### config.mk
export PLATFORM = sky130hd
export DESIGN_NAME = ifetch_queue_flat
export DESIGN_NICKNAME = d
export VERILOG_FILES = /design/src/rtl/ifetch_queue_pkg.sv /design/src/rtl/ifetch_queue_if.sv /design/src/rtl/ifetch_queue_fifo.sv /design/src/rtl/ifetch_queue.sv /design/src/flat_wrapper.sv
export SDC_FILE = /design/constraint.sdc
export NUM_CORES = 1
export LEC_CHECK = 0
export CORE_AREA = 8 8 129 131
export CTS_CLUSTER_DIAMETER = 50
export DETAILED_ROUTE_END_ITERATION = 10
export DIE_AREA = 0 0 137 139
export PLACE_DENSITY = 0.78
export SKIP_LAST_GASP = 1
export SLEW_MARGIN = 10
export SYNTH_ARGS = -nofsm -noshare
export SYNTH_HDL_FRONTEND = slang
export SYNTH_SLANG_ARGS = --single-unit
### constraint.sdc
create_clock -name Clock -period 3.2 [get_ports Clock]
set_clock_uncertainty 0.2 [all_clocks]
set_input_delay 0.32 -clock Clock [delete_from_list [all_inputs] [get_ports Clock]]
set_output_delay 0.32 -clock Clock [all_outputs]
set_load 0.01 [all_outputs]
### src/rtl/ifetch_queue_pkg.sv
// ifq_pkg: shared types and defaults for the instruction-fetch queue.
// Holds the controller state encoding, the default widths and the queue
// entry layout, plus a saturating adder used by the optional event counters.
package ifq_pkg;

    localparam int DATA_W_DEF = 32'd16;
    localparam int ADDR_W_DEF = 32'd16;
    localparam int DEPTH_DEF  = 32'd4;

    typedef enum logic [1:0] {
        IDLE  = 2'd0,
        FETCH = 2'd1,
        FULL  = 2'd2,
        REDIR = 2'd3
    } ifq_state_t;

    // Queue entry at the default widths: returned word plus its fetch address
    typedef struct packed {
        logic [DATA_W_DEF-1:0] data;
        logic [ADDR_W_DEF-1:0] pc;
    } ifq_entry_t;

    // 32-bit add that sticks at all-ones instead of wrapping
    function automatic logic [31:0] sat_add32(input logic [31:0] a, input logic [31:0] inc);
        logic [32:0] sum;
        sum = {1'b0, a} + {1'b0, inc};
        if (sum[32]) begin
            return 32'hFFFF_FFFF;
        end else begin
            return sum[31:0];
        end
    endfunction

endpackage

### src/rtl/ifetch_queue_if.sv
// ifetch_queue_if: memory-side and consumer-side signals of the fetch queue.
// master = the fetch unit, slave = memory + consumer environment.
interface ifetch_queue_if
    import ifq_pkg::*;
#(
    parameter int DATA_W = DATA_W_DEF,
    parameter int ADDR_W = ADDR_W_DEF,
    parameter int DEPTH  = DEPTH_DEF
);
    localparam int CW = $clog2(DEPTH + 1);

    logic              Run;
    logic [ADDR_W-1:0] MemAddr;
    logic              MemRd;
    logic [DATA_W-1:0] MemData;
    logic [DATA_W-1:0] Instr;
    logic [ADDR_W-1:0] InstrPC;
    logic              InstrValid;
    logic              InstrTake;
    logic              Redirect;
    logic [ADDR_W-1:0] RedirectPC;
    logic [CW-1:0]     Count;

    modport master (
        input  Run, MemData, InstrTake, Redirect, RedirectPC,
        output MemAddr, MemRd, Instr, InstrPC, InstrValid, Count
    );

    modport slave (
        output Run, MemData, InstrTake, Redirect, RedirectPC,
        input  MemAddr, MemRd, Instr, InstrPC, InstrValid, Count
    );

endinterface

### src/rtl/ifetch_queue_fifo.sv
// ifq_fifo: show-ahead circular buffer. The head entry is visible without a
// pop; flush empties the buffer and wins over a simultaneous push or pop.
module ifq_fifo #(
    parameter int WIDTH = 32'd32,
    parameter int DEPTH = 32'd4
) (
    input  logic                       clk,
    input  logic                       rst,
    input  logic                       push,
    input  logic                       pop,
    input  logic                       flush,
    input  logic [WIDTH-1:0]           din,
    output logic [WIDTH-1:0]           head,
    output logic [$clog2(DEPTH+1)-1:0] count
);
    localparam int PW = $clog2(DEPTH);
    localparam int CW = $clog2(DEPTH + 1);
    localparam logic [CW-1:0] CNT_FULL = CW'(DEPTH);
    localparam logic [CW-1:0] CNT_ONE  = CW'(1'b1);
    localparam logic [PW-1:0] PTR_ONE  = PW'(1'b1);

    logic [WIDTH-1:0] mem_r [DEPTH];
    logic [PW-1:0]    rd_ptr_r;
    logic [PW-1:0]    wr_ptr_r;
    logic [CW-1:0]    count_r;
    logic             do_push_s;
    logic             do_pop_s;

    // Qualify requests: pops on empty and pushes into a full buffer are dropped
    always_comb begin
        do_pop_s  = pop && !flush && (count_r != {CW{1'b0}});
        do_push_s = push && !flush && ((count_r != CNT_FULL) || do_pop_s);
    end

    // Pointer and occupancy bookkeeping; pointers wrap naturally (DEPTH is 2^n)
    always_ff @(posedge clk) begin
        if (rst || flush) begin
            rd_ptr_r <= {PW{1'b0}};
            wr_ptr_r <= {PW{1'b0}};
            count_r  <= {CW{1'b0}};
        end else begin
            if (do_push_s) begin
                wr_ptr_r <= wr_ptr_r + PTR_ONE;
            end
            if (do_pop_s) begin
                rd_ptr_r <= rd_ptr_r + PTR_ONE;
            end
            case ({do_push_s, do_pop_s})
                2'b10:   count_r <= count_r + CNT_ONE;
                2'b01:   count_r <= count_r - CNT_ONE;
                default: count_r <= count_r;
            endcase
        end
    end

    // Entry storage; no reset needed because count gates visibility
    always_ff @(posedge clk) begin
        if (do_push_s) begin
            mem_r[wr_ptr_r] <= din;
        end
    end

    assign head  = mem_r[rd_ptr_r];
    assign count = count_r;

endmodule

### src/rtl/ifetch_queue.sv
// ifetch_queue: instruction-fetch front end. Owns the PC, streams reads from
// a 1-cycle-latency synchronous memory and buffers {word, address} pairs in
// a show-ahead queue. Redirect flushes queued and in-flight words.
// Optional build macro IFQ_PERF_COUNTERS_EN adds FetchCount, FlushCount and
// DropCount saturating event counters.
module ifetch_queue
    import ifq_pkg::*;
#(
    parameter int                DATA_W   = DATA_W_DEF,
    parameter int                ADDR_W   = ADDR_W_DEF,
    parameter int                DEPTH    = DEPTH_DEF,
    parameter logic [ADDR_W-1:0] RESET_PC = {ADDR_W{1'b0}}
) (
    input  logic           Clock,
    input  logic           Reset,
    ifetch_queue_if.master bus
`ifdef IFQ_PERF_COUNTERS_EN
    ,
    output logic [31:0]    FetchCount,
    output logic [31:0]    FlushCount,
    output logic [31:0]    DropCount
`endif
);
    localparam int CW = $clog2(DEPTH + 1);
    localparam int OW = CW + 1;
    localparam logic [OW-1:0]     DEPTH_O = OW'(DEPTH);
    localparam logic [ADDR_W-1:0] PC_ONE  = ADDR_W'(1'b1);

    typedef struct packed {
        logic [DATA_W-1:0] data;
        logic [ADDR_W-1:0] pc;
    } entry_t;

    ifq_state_t        state_r;
    logic [ADDR_W-1:0] pc_r;
    logic [ADDR_W-1:0] pend_pc_r;
    logic              pending_r;
    logic [CW-1:0]     count_s;
    logic              take_s;
    logic              pop_s;
    logic              issue_s;
    logic [OW-1:0]     occ_s;
    logic [OW-1:0]     occ_next_s;
    entry_t            wr_entry_s;
    entry_t            head_s;

    // Credit and issue: occ_s is what the queue will hold once this cycle's
    // pop and any pending return settle; a new read needs a free slot there.
    always_comb begin
        take_s     = bus.InstrTake && (count_s != {CW{1'b0}});
        pop_s      = take_s && !bus.Redirect;
        occ_s      = OW'(count_s) + OW'(pending_r) - OW'(take_s);
        issue_s    = (state_r == FETCH) && bus.Run && !bus.Redirect && !Reset
                     && (occ_s < DEPTH_O);
        occ_next_s = occ_s + OW'(issue_s);
        wr_entry_s = '{data: bus.MemData, pc: pend_pc_r};
    end

    // Controller: Redirect wins everywhere, REDIR always lasts one cycle
    always_ff @(posedge Clock) begin
        if (Reset) begin
            state_r <= IDLE;
        end else if (bus.Redirect) begin
            state_r <= REDIR;
        end else begin
            case (state_r)
                IDLE:    state_r <= bus.Run ? FETCH : IDLE;
                FETCH: begin
                    if (!bus.Run) begin
                        state_r <= IDLE;
                    end else if (occ_next_s >= DEPTH_O) begin
                        state_r <= FULL;
                    end else begin
                        state_r <= FETCH;
                    end
                end
                FULL: begin
                    if (!bus.Run) begin
                        state_r <= IDLE;
                    end else if (occ_s < DEPTH_O) begin
                        state_r <= FETCH;
                    end else begin
                        state_r <= FULL;
                    end
                end
                REDIR:   state_r <= bus.Run ? FETCH : IDLE;
                default: state_r <= IDLE;
            endcase
        end
    end

    // PC and the in-flight read tracker (address remembered for the return)
    always_ff @(posedge Clock) begin
        if (Reset) begin
            pc_r      <= RESET_PC;
            pend_pc_r <= RESET_PC;
            pending_r <= 1'b0;
        end else begin
            pending_r <= issue_s;
            if (issue_s) begin
                pend_pc_r <= pc_r;
            end
            if (bus.Redirect) begin
                pc_r <= bus.RedirectPC;
            end else if (issue_s) begin
                pc_r <= pc_r + PC_ONE;
            end
        end
    end

    // A return arriving in a Redirect cycle is dropped by the flush
    ifq_fifo #(
        .WIDTH ($bits(entry_t)),
        .DEPTH (DEPTH)
    ) u_fifo (
        .clk   (Clock),
        .rst   (Reset),
        .push  (pending_r),
        .pop   (pop_s),
        .flush (bus.Redirect),
        .din   (wr_entry_s),
        .head  (head_s),
        .count (count_s)
    );

    assign bus.MemRd      = issue_s;
    assign bus.MemAddr    = pc_r;
    assign bus.Instr      = head_s.data;
    assign bus.InstrPC    = head_s.pc;
    assign bus.InstrValid = (count_s != {CW{1'b0}});
    assign bus.Count      = count_s;

`ifdef IFQ_PERF_COUNTERS_EN
    logic [31:0] fetch_cnt_r;
    logic [31:0] flush_cnt_r;
    logic [31:0] drop_cnt_r;
    logic [31:0] drop_inc_s;

    // Words thrown away by a redirect: everything queued plus the in-flight one
    always_comb begin
        if (bus.Redirect) begin
            drop_inc_s = 32'(count_s) + 32'(pending_r);
        end else begin
            drop_inc_s = 32'h0000_0000;
        end
    end

    // Saturating event counters
    always_ff @(posedge Clock) begin
        if (Reset) begin
            fetch_cnt_r <= 32'h0000_0000;
            flush_cnt_r <= 32'h0000_0000;
            drop_cnt_r  <= 32'h0000_0000;
        end else begin
            fetch_cnt_r <= sat_add32(fetch_cnt_r, {31'd0, issue_s});
            flush_cnt_r <= sat_add32(flush_cnt_r, {31'd0, bus.Redirect});
            drop_cnt_r  <= sat_add32(drop_cnt_r, drop_inc_s);
        end
    end

    assign FetchCount = fetch_cnt_r;
    assign FlushCount = flush_cnt_r;
    assign DropCount  = drop_cnt_r;
`endif

endmodule
### src/flat_wrapper.sv
// flat-port wrapper written by rule: the top's interface ports become plain ports
module ifetch_queue_flat import ifq_pkg::*;
#(
    parameter int                DATA_W   = DATA_W_DEF,
    parameter int                ADDR_W   = ADDR_W_DEF,
    parameter int                DEPTH    = DEPTH_DEF,
    parameter logic [ADDR_W-1:0] RESET_PC = {ADDR_W{1'b0}}
)
  (Clock, Reset, bus_Run, bus_MemData, bus_InstrTake, bus_Redirect, bus_RedirectPC, bus_MemAddr, bus_MemRd, bus_Instr, bus_InstrPC, bus_InstrValid, bus_Count);
  ifetch_queue_if #(.DATA_W(DATA_W), .ADDR_W(ADDR_W), .DEPTH(DEPTH)) bus_i ();
  input  logic Clock;
  input  logic Reset;
  input wire logic [$bits(bus_i.Run)-1:0] bus_Run;
  input wire logic [$bits(bus_i.MemData)-1:0] bus_MemData;
  input wire logic [$bits(bus_i.InstrTake)-1:0] bus_InstrTake;
  input wire logic [$bits(bus_i.Redirect)-1:0] bus_Redirect;
  input wire logic [$bits(bus_i.RedirectPC)-1:0] bus_RedirectPC;
  output wire logic [$bits(bus_i.MemAddr)-1:0] bus_MemAddr;
  output wire logic [$bits(bus_i.MemRd)-1:0] bus_MemRd;
  output wire logic [$bits(bus_i.Instr)-1:0] bus_Instr;
  output wire logic [$bits(bus_i.InstrPC)-1:0] bus_InstrPC;
  output wire logic [$bits(bus_i.InstrValid)-1:0] bus_InstrValid;
  output wire logic [$bits(bus_i.Count)-1:0] bus_Count;
  assign bus_i.Run = bus_Run;
  assign bus_i.MemData = bus_MemData;
  assign bus_i.InstrTake = bus_InstrTake;
  assign bus_i.Redirect = bus_Redirect;
  assign bus_i.RedirectPC = bus_RedirectPC;
  assign bus_MemAddr = bus_i.MemAddr;
  assign bus_MemRd = bus_i.MemRd;
  assign bus_Instr = bus_i.Instr;
  assign bus_InstrPC = bus_i.InstrPC;
  assign bus_InstrValid = bus_i.InstrValid;
  assign bus_Count = bus_i.Count;
  ifetch_queue #(.DATA_W(DATA_W), .ADDR_W(ADDR_W), .DEPTH(DEPTH), .RESET_PC(RESET_PC)) u_core (.Clock(Clock), .Reset(Reset), .bus(bus_i));
endmodule
== Word-level counts from Yosys, hierarchy flattened ==
Memories as Yosys holds them, arrays and structs flattened. A register that Yosys moved wholly into a read port is not among the register bits.
Cells that the tools add are included.

* Output and inout bits: 53
* RAM bits: 128
* Memories: 1
* Word-level logic and storage cells: 57
* Register bits after elaboration: 42

{| class="wikitable"
|+ Memory list
! memory !! words !! width !! read ports !! clocked after memory_dff !! wr ports !! RTL line !! source
|-
| u_core.u_fifo.mem_r || 4 || 32 || 1 || 1 || 1 || ifetch_queue_fifo.sv:22 || <nowiki>logic [WIDTH-1:0] mem_r [DEPTH];</nowiki>
|}

* Reductions and logical operators: 19
* Equal/unequal tests: 6
* Magnitude comparators: 2
* Add/subtract/negate cells: 8
* Mux-type cells: 14

{| class="wikitable"
|+ Operator list
! cell !! number
|-
| $mux 16 || 2
|-
| $add 16x1->16 const B || 1
|-
| $mux 2 || 7
|-
| $logic_and 1x1->1 || 10
|-
| $eq 2x2->1 const B || 3
|-
| $pmux 2 s3 || 1
|-
| $pmux 3 s2 || 1
|-
| $add 2x1->2 const B || 2
|-
| $add 3x1->4 || 1
|-
| $add 4x1->4 || 1
|-
| $eq 2x1->1 const B || 2
|-
| $ge 4x3->1 const B || 1
|-
| $lt 4x3->1 const B || 1
|-
| $reduce_bool 2->1 || 2
|-
| $sub 4x1->4 || 1
|-
| $add 3x1->3 const B || 1
|-
| $mux 1 || 3
|-
| $ne 3x3->1 const B || 1
|-
| $reduce_bool 3->1 || 1
|-
| $sub 3x1->3 const B || 1
|-
| $logic_not 1->1 || 2
|-
| $logic_not 2->1 || 1
|-
| $logic_or 1x1->1 || 2
|-
| $reduce_or 2->1 || 1
|}

== Logic depth before layout (Yosys ltp) ==
Gate-level depths: netlist (run 1).

* Word-level depth: 11
* Depth in mapped cells: 13
* Depth with buffers taken out: 12

== Hierarchy ==
Synthesis (run 1) repeated with hierarchy kept, for this count alone.

* Cells, all modules: 463
* Area, all modules: 7061.8 µm²

{| class="wikitable"
|+ By module, submodules not included
! module !! times used !! area each (µm²) !! cells an instance
|-
| ifq_fifo || 1 || 5154.9 || 222
|-
| ifetch_queue || 1 || 1906.8 || 241
|}

== Worst setup path before layout (run 1) ==
OpenSTA, ideal clock, no wires.

* Path kind: register to output
* Start: register u_core.u_fifo.count_r[0], in the netlist u_core.u_fifo.count[0]
* End: output port bus_MemRd
* Cell stages (with the launch flop): 12
* Slack: -0.044 ns
* Required time: 2.680 ns
* Arrival: 2.724 ns
* Path through: dfxtp_1 o31ai_1 inv_1 ha_1 inv_1 ha_1 fa_1 xnor2_2 o211ai_4 or2_1 inv_2 buf_2

* Word-level cells in the longest chain between the ends: 5
* Elaborated cells between the ends (all ways): 6
* Those cells by class: add/sub (2); order compare (1); reduce/logical (3)

{| class="wikitable"
|+ Ends and longest elaborated chain
! element !! RTL line !! source
|-
| from (decl) || ifetch_queue_fifo.sv:25 || <nowiki>logic [CW-1:0] count_r;</nowiki>
|-
| from (signal assigned) || ifetch_queue_fifo.sv:40 || <nowiki>count_r <= {CW{1'b0}};</nowiki>
|-
| from (signal assigned) || ifetch_queue_fifo.sv:49 || <nowiki>2'b10: count_r <= count_r + CNT_ONE;</nowiki>
|-
| from (signal assigned) || ifetch_queue_fifo.sv:50 || <nowiki>2'b01: count_r <= count_r - CNT_ONE;</nowiki>
|-
| branches (longest 2 deep; another with $add 3x1->4) || n/a ||
|-
| $sub 4x1->4 * || ifetch_queue.sv:52 || <nowiki>occ_s = OW'(count_s) + OW'(pending_r) - OW'(take_s);</nowiki>
|-
| $lt 4x3->1 * || ifetch_queue.sv:54 || <nowiki>&& (occ_s < DEPTH_O);</nowiki>
|-
| $logic_and 1x1->1 * || ifetch_queue.sv:54 ||
|-
| to (decl) || flat_wrapper.sv:19 || <nowiki>output wire logic [$bits(bus_i.MemRd)-1:0] bus_MemRd;</nowiki>
|}

Mark *: on every way between the ends.

== Worst setup path after layout (run 1) ==
Ends and elaborated chain as after synthesis.

==> results_dict.tcl, run 1 <==
set metrics [dict create \
    boundaryPins 90 \
    grt_setup_unrepaired "true" \
    syn_inst 444 \
    dieHeight_microns 139 \
    min_delay_path_depth 3 \
    vias_per_cell 5.41 \
    cts_tree "done" \
    hold_viol_final 0 \
    netlist_area_sq_um 6900 \
    fp.dieW_microns 137 \
    worstMarginPinSlew_ns 0.496 \
    worstSetupPathDepth 11 \
    cts_root_buf "clkbuf_16" \
    synth_warnings 0 \
    crit_slowest_cell "fa_2" \
    slew-limit-headroom_pct 66.7 \
    maxCapViolCount 0 \
    start_util_pct 46.8 \
    ys_seq_elements 172 \
    post_drt_wl_per_cell_microns 18.7 \
    crit_chain "o31ai_4 > inv_2 > ha_4 > inv_2 > ha_4 > fa_2 > xnor2_4 > o211ai_4 > or2_1 > inv_2 > buf_6" \
    clock.fmax_mhz 313 \
    instances_no_fill 771 \
    synth_edf_count 128 \
    arrival_ns 2.67 \
    track_usage_pct 15.7 \
    ir_worst_vdd_mv 0.492 \
    syn_avg_cell_area_sq_um 15.5 \
    path_max_fanout 2 \
    period_minus_slack_ns 3.19 \
    antenna_found_initial 0 \
    power_density_nw_per_um2 514 \
    min_path_type "input pin to flop" \
    numCtsBuffers 17 \
    clockBufferDepth 2 \
    whs_ns 0.258 \
    synthDistinctLibCells 54 \
    route.detailed.drc 0 \
    place_congestion 0.858 \
    grt_max_degree 36 \
    detail-route-antenna-nets 0 \
    endpoint_kind "output port" \
    leakagePower_nw 3.08 \
    start_kind "flop" \
    critPathTopFamily "adder cells" \
    final.setup.tns_ns 0 \
    maxSlewViolCount 0 \
    fp.dieArea_sq_um 19000 \
    core_sq_um 14800 \
    drive_gt1_share_pct 21.6 \
    status "complete, no violations" \
    total_power_mw 4.59 \
    drt-initial-drc-count 255 \
    numClockSinks 172 \
    clkLatencyLatePin_ns 0.42 \
    syn-num-nets 495 \
    grt_overflow 0 \
    worstPathRequired_ns 2.68 \
    crit_buf_inv 4 \
    path_common_cell "inv_2" \
    setup_viol 0 \
    final_nets 621 \
    ys_seq_area_share_pct 68.5 \
    num_rows 45 \
    portBuffers 89 \
    clk_pin_slew_ns 0.06 \
    reg2reg_depth 12 \
    slowest_delay_ns 0.40 \
    diodes 0 \
    dp_hpwl_mm 9.25 \
    vias 4174 \
    grt_pass1_vias 4561 \
    syn_to_final_growth_pct 29.4 \
    synthArstFlopShare_pct 0 \
    htreeDepth 4 \
    dpl.cell_count 724 \
    drt-pass1-iter-count 5 \
    fin_crit_sh_pct 99.7 \
    wirelength_mm 14.4 \
    grt_pass1_wl_mm 23.2 \
    dominantRegCellSynth "edfxtp_1" \
    criticalPathCategory "flop to output port" \
]
==> power by group <==
part           switching, mW  internal [mW]
registers             0.0262           2.40
clock network          0.762           1.21
logic                 0.0862          0.102
total                  0.874           3.71
==> layout make-up <==
cell class,count,area [sq um]
Clock buffer,26,489
Clock inverter,6,86.3
Fill cell,1113,5820
Inverter,18,67.6
Multi-Input combinational cell,233,2080
Sequential cell,172,4730
Tap cell,188,235
Timing Repair Buffer,128,1240
==> registers in the layout (all words and copies together) (netlist names), named ones only <==
| register | flops |
|---|---|
| u_core.bus.MemAddr | 16 |
| u_core.pend_pc_r | 16 |
| u_core.pending_r | 1 |
| u_core.state_r | 2 |
| u_core.u_fifo.count | 3 |
| u_core.u_fifo.mem_r | 128 |
| u_core.u_fifo.rd_ptr_r | 2 |
| u_core.u_fifo.wr_ptr_r | 2 |
==> cell usage after synthesis, types with 2 or more instances <==
cell type | number | share of area [%]
a211oi_1 | 2 | 0.22
a211oi_2 | 3 | 0.54
a21oi_1 | 35 | 2.5
a22oi_1 | 2 | 0.22
and2_1 | 4 | 0.36
and3_1 | 2 | 0.18
and4_1 | 3 | 0.38
buf_2 | 9 | 0.65
buf_6 | 3 | 0.49
clkbuf_1 | 8 | 0.44
dfxtp_1 | 44 | 13
edfxtp_1 | 128 | 56
fa_1 | 2 | 0.58
ha_1 | 12 | 2.2
inv_1 | 16 | 0.87
mux2_1 | 2 | 0.33
mux4_2 | 32 | 10
nand2_1 | 53 | 2.9
nand3_1 | 7 | 0.51
nor2_1 | 15 | 0.82
nor3_1 | 5 | 0.36
nor3_2 | 2 | 0.29
nor4_1 | 7 | 0.63
o21ai_0 | 4 | 0.29
o22ai_1 | 6 | 0.54
o31ai_1 | 2 | 0.22
or3_1 | 2 | 0.18
xnor2_1 | 5 | 0.63
xor2_1 | 4 | 0.51
==> per-stage QoR <==
| stage | instance area (sq um) | worst slack, ns | util [%] |
|---|---|---|---|
| detailed placement | 8160 | -0.390 | 55.3 |
| CTS | 8890 | -0.101 | 60.2 |
| global placement | 8160 | -0.310 | 55.3 |
| floorplan | 6910 | 0.0498 | - |
| finish | 8930 | 0.00830 | 60.5 |
| global route | 8930 | -0.134 | 60.5 |
==> logic make-up (layout without fill, tap and decap cells) <==
logic type	Yosys count	in the layout	synth area share (%)
XOR/XNOR	10	10	1.38
AND/OR/NAND/NOR	109	109	7.78
multiplexers	35	35	10.9
flip-flops	172	172	68.5
AO/OA/AOI/OAI	65	65	6.09
adder cells (fa/ha/maj)	14	14	2.76
buffers and inverters	39	178	2.61
==> layer usage <==
layer | global-route usage (%) | part of all wire, % | vias to the layer above
li1 | - | - | 1947
met1 | 20.1 | 42 | 2050
met2 | 24.6 | 49 | 161
met3 | 5.07 | 7.9 | 16
met4 | 5.26 | 1.0 | 0
met5 | 0 | 0 | -
==> cell usage in the layout (no fill, tap or decap), types with 3 or more instances in the layout <==
cell / synthesis / final
o21ai_0: 4 / 4
inv_1: 16 / 14
and4_1: 3 / 3
o22ai_1: 6 / 6
nand3_1: 7 / 7
dfxtp_1: 44 / 41
a21oi_1: 35 / 34
mux4_2: 32 / 32
edfxtp_1: 128 / 128
clkbuf_8: 0 / 3
inv_2: 1 / 3
nor4_1: 7 / 6
and2_2: 0 / 4
clkdlybuf4s50_1: 0 / 88
nand2_1: 53 / 52
clkbuf_1: 8 / 6
nor2_1: 15 / 15
xnor2_1: 5 / 5
buf_12: 0 / 4
dfxtp_2: 0 / 3
nor3_1: 5 / 5
clkbuf_16: 0 / 17
xor2_1: 4 / 4
buf_4: 0 / 34
ha_1: 12 / 10
==> what timing repair did <==
item / 4_1_cts / 5_1_grt
gates resized for setup: 10 / 11
pin swaps: 7 / 9
cloned: 0 / 0
endpoints found under the setup margin: 3 / 26
hold buffers: 0 / 0
buffers inserted: 19 / 0
==> worst register-to-register path: stages (launching register included) <==
cell and delay, ns:
dfxtp_2 0.34, o31ai_4 0.28, inv_2 0.09, ha_4 0.27, inv_2 0.04, ha_4 0.16
fa_2 0.40, xnor2_4 0.20, o211ai_4 0.09, buf_4 0.20, nor4_1 0.29, mux2_1 0.35
a21oi_1 0.13
==> worst paths after layout <==
| kind | from | end | slack (ns) |
|---|---|---|---|
| worst max-delay path | u_core.u_fifo.count[0]$_SDFFE_PP0P_ | bus_MemRd | 0.008 |
| worst min-delay path | bus_RedirectPC[14] | u_core.bus.MemAddr[14]$_SDFFE_PP0P_ | 0.26 |
| worst max register to register | u_core.u_fifo.count[0]$_SDFFE_PP0P_ | u_core.bus.MemAddr[14]$_SDFFE_PP0P_ | 0.11 |
| worst min register to register | u_core.pend_pc_r[6]$_SDFFE_PP0P_ | u_core.pend_pc_r[6]$_SDFFE_PP0P_ | 0.30 |
(Power assumes the default switching activity.)
==> run 2: changes to the inputs <==
--- a/config.mk
+++ b/config.mk
@@ -6,7 +6,7 @@
 export NUM_CORES = 1
 export LEC_CHECK = 0
 export CORE_AREA = 8 8 129 131
-export CTS_CLUSTER_DIAMETER = 50
+export CTS_CLUSTER_DIAMETER = 40
 export DETAILED_ROUTE_END_ITERATION = 10
 export DIE_AREA = 0 0 137 139
 export PLACE_DENSITY = 0.78
==> constraint.sdc (replaced) <==
create_clock -name Clock -period 3.2 [get_ports Clock]
set_clock_uncertainty 0.2 [all_clocks]
set_input_delay 0.32 -clock Clock [delete_from_list [all_inputs] [get_ports Clock]]
set_output_delay 0.32 -clock Clock [all_outputs]
set_load 0.005 [all_outputs]
==> run 2 against run 1 <==
Largest power group unchanged. First-iteration DRC count down 3.1%. Critical path depth unchanged. Critical path type unchanged. Flip-flop and latch count unchanged. Via count up 0.41%. Final area up 0.78%. Routed wire length up 2.1%. Clock power up 9%. Die area unchanged. Maximum frequency up 0.76%. Sequential power about the same. Global-route usage up 0.55 points. Non-clock buffer count up 2.
==> results_dict.tcl, run 2 (same netlist as run 1, synthesis figures left out) <==
set metrics [dict create \
    largest_reg_flops 128 \
    min_delay_path_depth 3 \
    arrival_ns 2.65 \
    slowest_delay_ns 0.39 \
    worstMarginPinSlew_ns 0.486 \
    fin_area_sq_um 9000 \
    route.detailed.drc 0 \
    status "complete, no violations" \
    dp_hpwl_mm 9.38 \
    top_register "u_core.u_fifo.mem_r" \
    power_density_nw_per_um2 529 \
    period_minus_slack_ns 3.17 \
    cts_hold_buf 0 \
    reg2reg_depth 13 \
    worstPathRequired_ns 2.68 \
    clockBufferDepth 2 \
    vias_per_cell 5.42 \
    setup_viol 0 \
    htreeDepth 4 \
    fin_crit_sh_pct 99.0 \
    placement.cell_area_sq_um 8160 \
    diodes 0 \
    path_max_fanout 2 \
    start_kind "flop" \
    detail-route-antenna-nets 0 \
    cts_root_buf "clkbuf_16" \
    maxCapViolCount 0 \
    post_drt_wl_per_cell_microns 19.0 \
    crit_chain "o31ai_4 > inv_2 > ha_4 > inv_2 > ha_4 > fa_2 > xnor2_4 > o211ai_4 > or2_1 > inv_2 > buf_6" \
    crit_buf_inv 4 \
    numCtsBuffers 17 \
    clk_pin_slew_ns 0.06 \
    grt_max_degree 36 \
    maxSlewViolCount 0 \
    mostFrequentLayoutCells "edfxtp_1 (128), clkdlybuf4s50_1 (88), nand2_1 (52)" \
    crit_path_start "u_core.u_fifo.count[0]$_SDFFE_PP0P_" \
    r2r-start "u_core.u_fifo.count[0]$_SDFFE_PP0P_" \
    criticalPathCategory "flop to output port" \
    numClockSinks 172 \
    grt_pass1_vias 4547 \
    drive_gt1_share_pct 22.6 \
    worstSetupPathDepth 11 \
    min-delay-start "bus_RedirectPC[7]" \
    leakagePower_nw 3.12 \
    boundaryPins 90 \
    grt_overflow 0 \
    slew-limit-headroom_pct 67.1 \
    dieHeight_microns 139 \
    vias 4191 \
    crit_slowest_cell "fa_2" \
    cts_tree "done" \
    wirelength_mm 14.7 \
    num_rows 45 \
    fill_cells 1119 \
    final_nets 623 \
    track_usage_pct 16.3 \
    antenna_found_initial 0 \
    drt-initial-drc-count 247 \
    core_sq_um 14800 \
    ir_worst_vdd_mv 0.383 \
    portBuffers 89 \
    endpoint_kind "output port" \
    grt_pass1_wl_mm 23.9 \
    dpl.cell_count 724 \
    fp.dieW_microns 137 \
    clock.fmax_mhz 316 \
    hold_viol_final 0 \
    path_common_cell "inv_2" \
    min_path_type "input pin to flop" \
    critPathTopFamily "adder cells" \
    pre_cts_ws_ns -0.333 \
    place_congestion 0.877 \
    fin_ws_ns 0.0325 \
    clkLatencyLatePin_ns 0.42 \
    fp.dieArea_sq_um 19000 \
    syn_to_final_growth_pct 30.4 \
    grt_setup_unrepaired "true" \
    instances_no_fill 773 \
    start_util_pct 46.8 \
    drt-pass1-iter-count 4 \
    layout_commonest_cell "edfxtp_1" \
]
## run 2: cell count changes in the layout (fill, tap and decap cells not counted), moves of 2 or more
cell,change
clkbuf_1,-5
buf_4,+2
bufinv_16,+2
clkinvlp_4,+2
## run 2: per-layer routing
metal	vias up	global-route usage [%]	part of all wire, %
li1	1950	-	-
met1	2064	21.0	43
met2	162	25.7	49
met3	15	4.09	7.4
met4	0	6.46	1.3
met5	-	0	0
## run 2: where the power goes
| group | internal (mW) | leakage [nW] | total, mW | switching [mW] |
|---|---|---|---|---|
| Clock | 1.36 | 0.303 | 2.15 | 0.790 |
| Sequential | 2.40 | 1.67 | 2.43 | 0.0272 |
| Combinational | 0.101 | 1.14 | 0.179 | 0.0787 |
## run 2: repair_timing
action | 4_1_cts | 5_1_grt
gates resized for setup | 12 | 8
buffers inserted | 22 | 2
gates cloned | 0 | 0
endpoints found under the setup margin | 3 | 32
pin swaps | 8 | 6
## run 2: path summary, 6_finish.rpt
check | to | slack [ns]
worst max register to register | u_core.bus.MemAddr[15]$_SDFFE_PP0P_ | 0.11
worst max-delay path | bus_MemRd | 0.03
worst min register to register | u_core.pend_pc_r[3]$_SDFFE_PP0P_ | 0.30
worst min-delay path | u_core.bus.MemAddr[7]$_SDFFE_PP0P_ | 0.27
## run 2: worst reg2reg max path, delay by kind of cell (launching register included)
kind	cells	cell delay, ns
AOI/OAI and AO/OA	6	1.43
DFF	1	0.34
buffers and inverters	5	0.62
adders and majority gates	2	0.42
## run 2: cell type report
| cell class | count | area [sq um] | share of cell area (%) |
|---|---|---|---|
| well taps | 188 | 235 | 2.61 |
| flip-flops and latches | 172 | 4730 | 52.6 |
| multi-input cells | 233 | 2080 | 23.1 |
| repair buffers | 130 | 1250 | 13.9 |
| inverters | 18 | 67.6 | 0.751 |
| clock buffers | 21 | 470 | 5.23 |
| clock inverters | 11 | 165 | 1.84 |
## run 2: metrics by stage
step           util, %  TNS, ns  power (mW)  hold WS (ns)
2_1_floorplan        -        0        2.53         0.219
3_3_place_gp      55.3    -1.32        2.64         0.274
3_5_place_dp      55.3    -4.04        2.64         0.289
4_1_cts           60.8   -0.141        4.80         0.253
5_1_grt           61.0   -0.108        4.91         0.286
6_report          61.0        0        4.76         0.270
==> run 3: changes to the inputs <==
--- a/config.mk
+++ b/config.mk
@@ -9,7 +9,7 @@
 export CTS_CLUSTER_DIAMETER = 40
 export DETAILED_ROUTE_END_ITERATION = 10
 export DIE_AREA = 0 0 137 139
-export PLACE_DENSITY = 0.78
+export PLACE_DENSITY = 0.73
 export SKIP_LAST_GASP = 1
 export SLEW_MARGIN = 10
 export SYNTH_ARGS = -nofsm -noshare
==> run 3 against run 2 <==
Non-clock buffer count shrank 16. Critical path depth is the same. First-iteration DRC count grew 6.1%. Critical endpoint unchanged.
==> results_dict.tcl, run 3 (same netlist as run 1, synthesis figures left out) <==
set metrics [dict create \
    status "complete, no violations" \
    portBuffers 89 \
    criticalPathCategory "flop to output port" \
    largest_reg_flops 128 \
    fill_cells 1122 \
    dieHeight_microns 139 \
    grt_overflow 0 \
    fin_area_sq_um 8920 \
    maxCapViolCount 0 \
    slew-limit-headroom_pct 67.4 \
    min_delay_path_depth 3 \
    num_rows 45 \
    reg2reg_depth 12 \
    total_power_mw 4.99 \
    min-delay-start "bus_RedirectPC[14]" \
    ir_worst_vdd_mv 0.321 \
    clk_pin_slew_ns 0.06 \
    final_nets 607 \
    grt_pass1_wl_mm 23.2 \
    grt_setup_unrepaired "true" \
    start_util_pct 46.8 \
    setup_viol 0 \
    clockBufferDepth 2 \
    dp_hpwl_mm 8.90 \
    detail-route-antenna-nets 0 \
    grt_pass1_vias 4449 \
    min_to "u_core.bus.MemAddr[14]$_SDFFE_PP0P_" \
    hold_viol_final 0 \
    period_minus_slack_ns 3.15 \
    cts_root_buf "clkbuf_16" \
    layout_commonest_cell "edfxtp_1" \
    maxSlewViolCount 0 \
    track_usage_pct 15.7 \
    fp.dieArea_sq_um 19000 \
    htreeDepth 4 \
    vias_per_cell 5.48 \
    start_kind "flop" \
    drt-pass1-iter-count 5 \
    worstMarginPinSlew_ns 0.488 \
    endpoint_kind "output port" \
    path_max_fanout 2 \
    regToRegSetupSlack_ns 0.16 \
    power_density_nw_per_um2 559 \
    antenna_found_initial 0 \
    r2r-start "u_core.u_fifo.count[0]$_SDFFE_PP0P_" \
    clkLatencyLatePin_ns 0.42 \
    wirelength_mm 14.1 \
    worstPathRequired_ns 2.68 \
    boundaryPins 90 \
    cts_tree "done" \
    drive_gt1_share_pct 20.0 \
    leakagePower_nw 3.07 \
    core_sq_um 14800 \
    diodes 0 \
    min_path_type "input pin to flop" \
    numCtsBuffers 17 \
    arrival_ns 2.63 \
    fp.dieW_microns 137 \
    top_register "u_core.u_fifo.mem_r" \
    mostFrequentLayoutCells "edfxtp_1 (128), clkdlybuf4s50_1 (88), nand2_1 (53)" \
    placement.cell_area_sq_um 8100 \
    place_congestion 0.846 \
    numClockSinks 172 \
    route.detailed.drc 0 \
    drt-initial-drc-count 262 \
    syn_to_final_growth_pct 29.3 \
    post_drt_wl_per_cell_microns 18.7 \
    rr_endpoint "u_core.bus.MemAddr[14]$_SDFFE_PP0P_" \
    fin_crit_sh_pct 98.4 \
    grt_max_degree 36 \
    clock.fmax_mhz 317 \
    vias 4150 \
]
-- run 3: changes by cell type in the layout (fill, tap and decap cells not counted), sizes merged --
cell,previous run,this run
bufinv,4,7
clkbuf,21,20
clkinvlp,3,1
buf,42,26
-- run 3: how the worst max path moves through the flow --
stage               depth (start not counted)                                  to                                start  slack [ns]
finish                                     11                           bus_MemRd  u_core.u_fifo.count[0]$_SDFFE_PP0P_        0.05
floorplan                                  12  u_core.bus.MemAddr[6]$_SDFFE_PP0P_  u_core.u_fifo.count[0]$_SDFFE_PP0P_        0.09
global route                               11                           bus_MemRd  u_core.u_fifo.count[0]$_SDFFE_PP0P_       -0.07
CTS                                        11                           bus_MemRd  u_core.u_fifo.count[2]$_SDFFE_PP0P_       -0.09
global placement                           12                           bus_MemRd                        bus_InstrTake       -0.29
detailed placement                         12                           bus_MemRd                        bus_InstrTake       -0.35
-- run 3: metal layers --
| metal | vias to the layer above | part of all wire [%] | track usage [%] |
|---|---|---|---|
| li1 | 1923 | - | - |
| met1 | 2037 | 44 | 20.7 |
| met2 | 176 | 47 | 23.6 |
| met3 | 14 | 8.2 | 4.71 |
| met4 | 0 | 1.2 | 6.52 |
| met5 | - | 0 | 0 |
-- run 3: critical path: stages, from the launching register on --
cell      delay (ns)
dfxtp_2         0.34
o31ai_4         0.26
inv_2           0.08
ha_4            0.27
inv_2           0.04
ha_4            0.15
fa_2            0.39
xnor2_4         0.18
o211ai_4        0.09
or2_4           0.24
inv_2           0.07
buf_6           0.09
-- run 3: power by group --
group / leakage [nW] / switching, mW / internal, mW / total [mW]
logic: 1.06 / 0.0793 / 0.0991 / 0.178
registers: 1.67 / 0.0270 / 2.40 / 2.43
clock network: 0.338 / 0.804 / 1.58 / 2.38
-- run 3: cell type report --
type | count | area (sq um) | area share (%)
well taps | 188 | 235 | 2.64
repair buffers | 114 | 1090 | 12.2
flip-flops and latches | 172 | 4730 | 53.0
inverters | 18 | 67.6 | 0.757
clock buffers | 20 | 457 | 5.12
clock inverters | 12 | 240 | 2.69
multi-input cells | 233 | 2100 | 23.5
-- run 3: timing repair --
action	4_1_cts	5_1_grt
hold buffers	0	0
pin swaps	7	9
cloned	0	0
resized for setup	14	10
buffers inserted	3	2
endpoints found under the setup margin	3	32
-- run 3: per-stage QoR --
stage	setup TNS (ns)	std cells	utilization [%]	hold slack, ns	setup slack (ns)
global route	-0.0692	757	60.5	0.248	-0.0692
floorplan	0	444	-	0.219	0.0877
finish	0	757	60.5	0.257	0.0498
detailed placement	-4.18	722	54.9	0.294	-0.347
CTS	-0.118	756	60.1	0.243	-0.0920
global placement	-1.77	722	54.9	0.275	-0.294
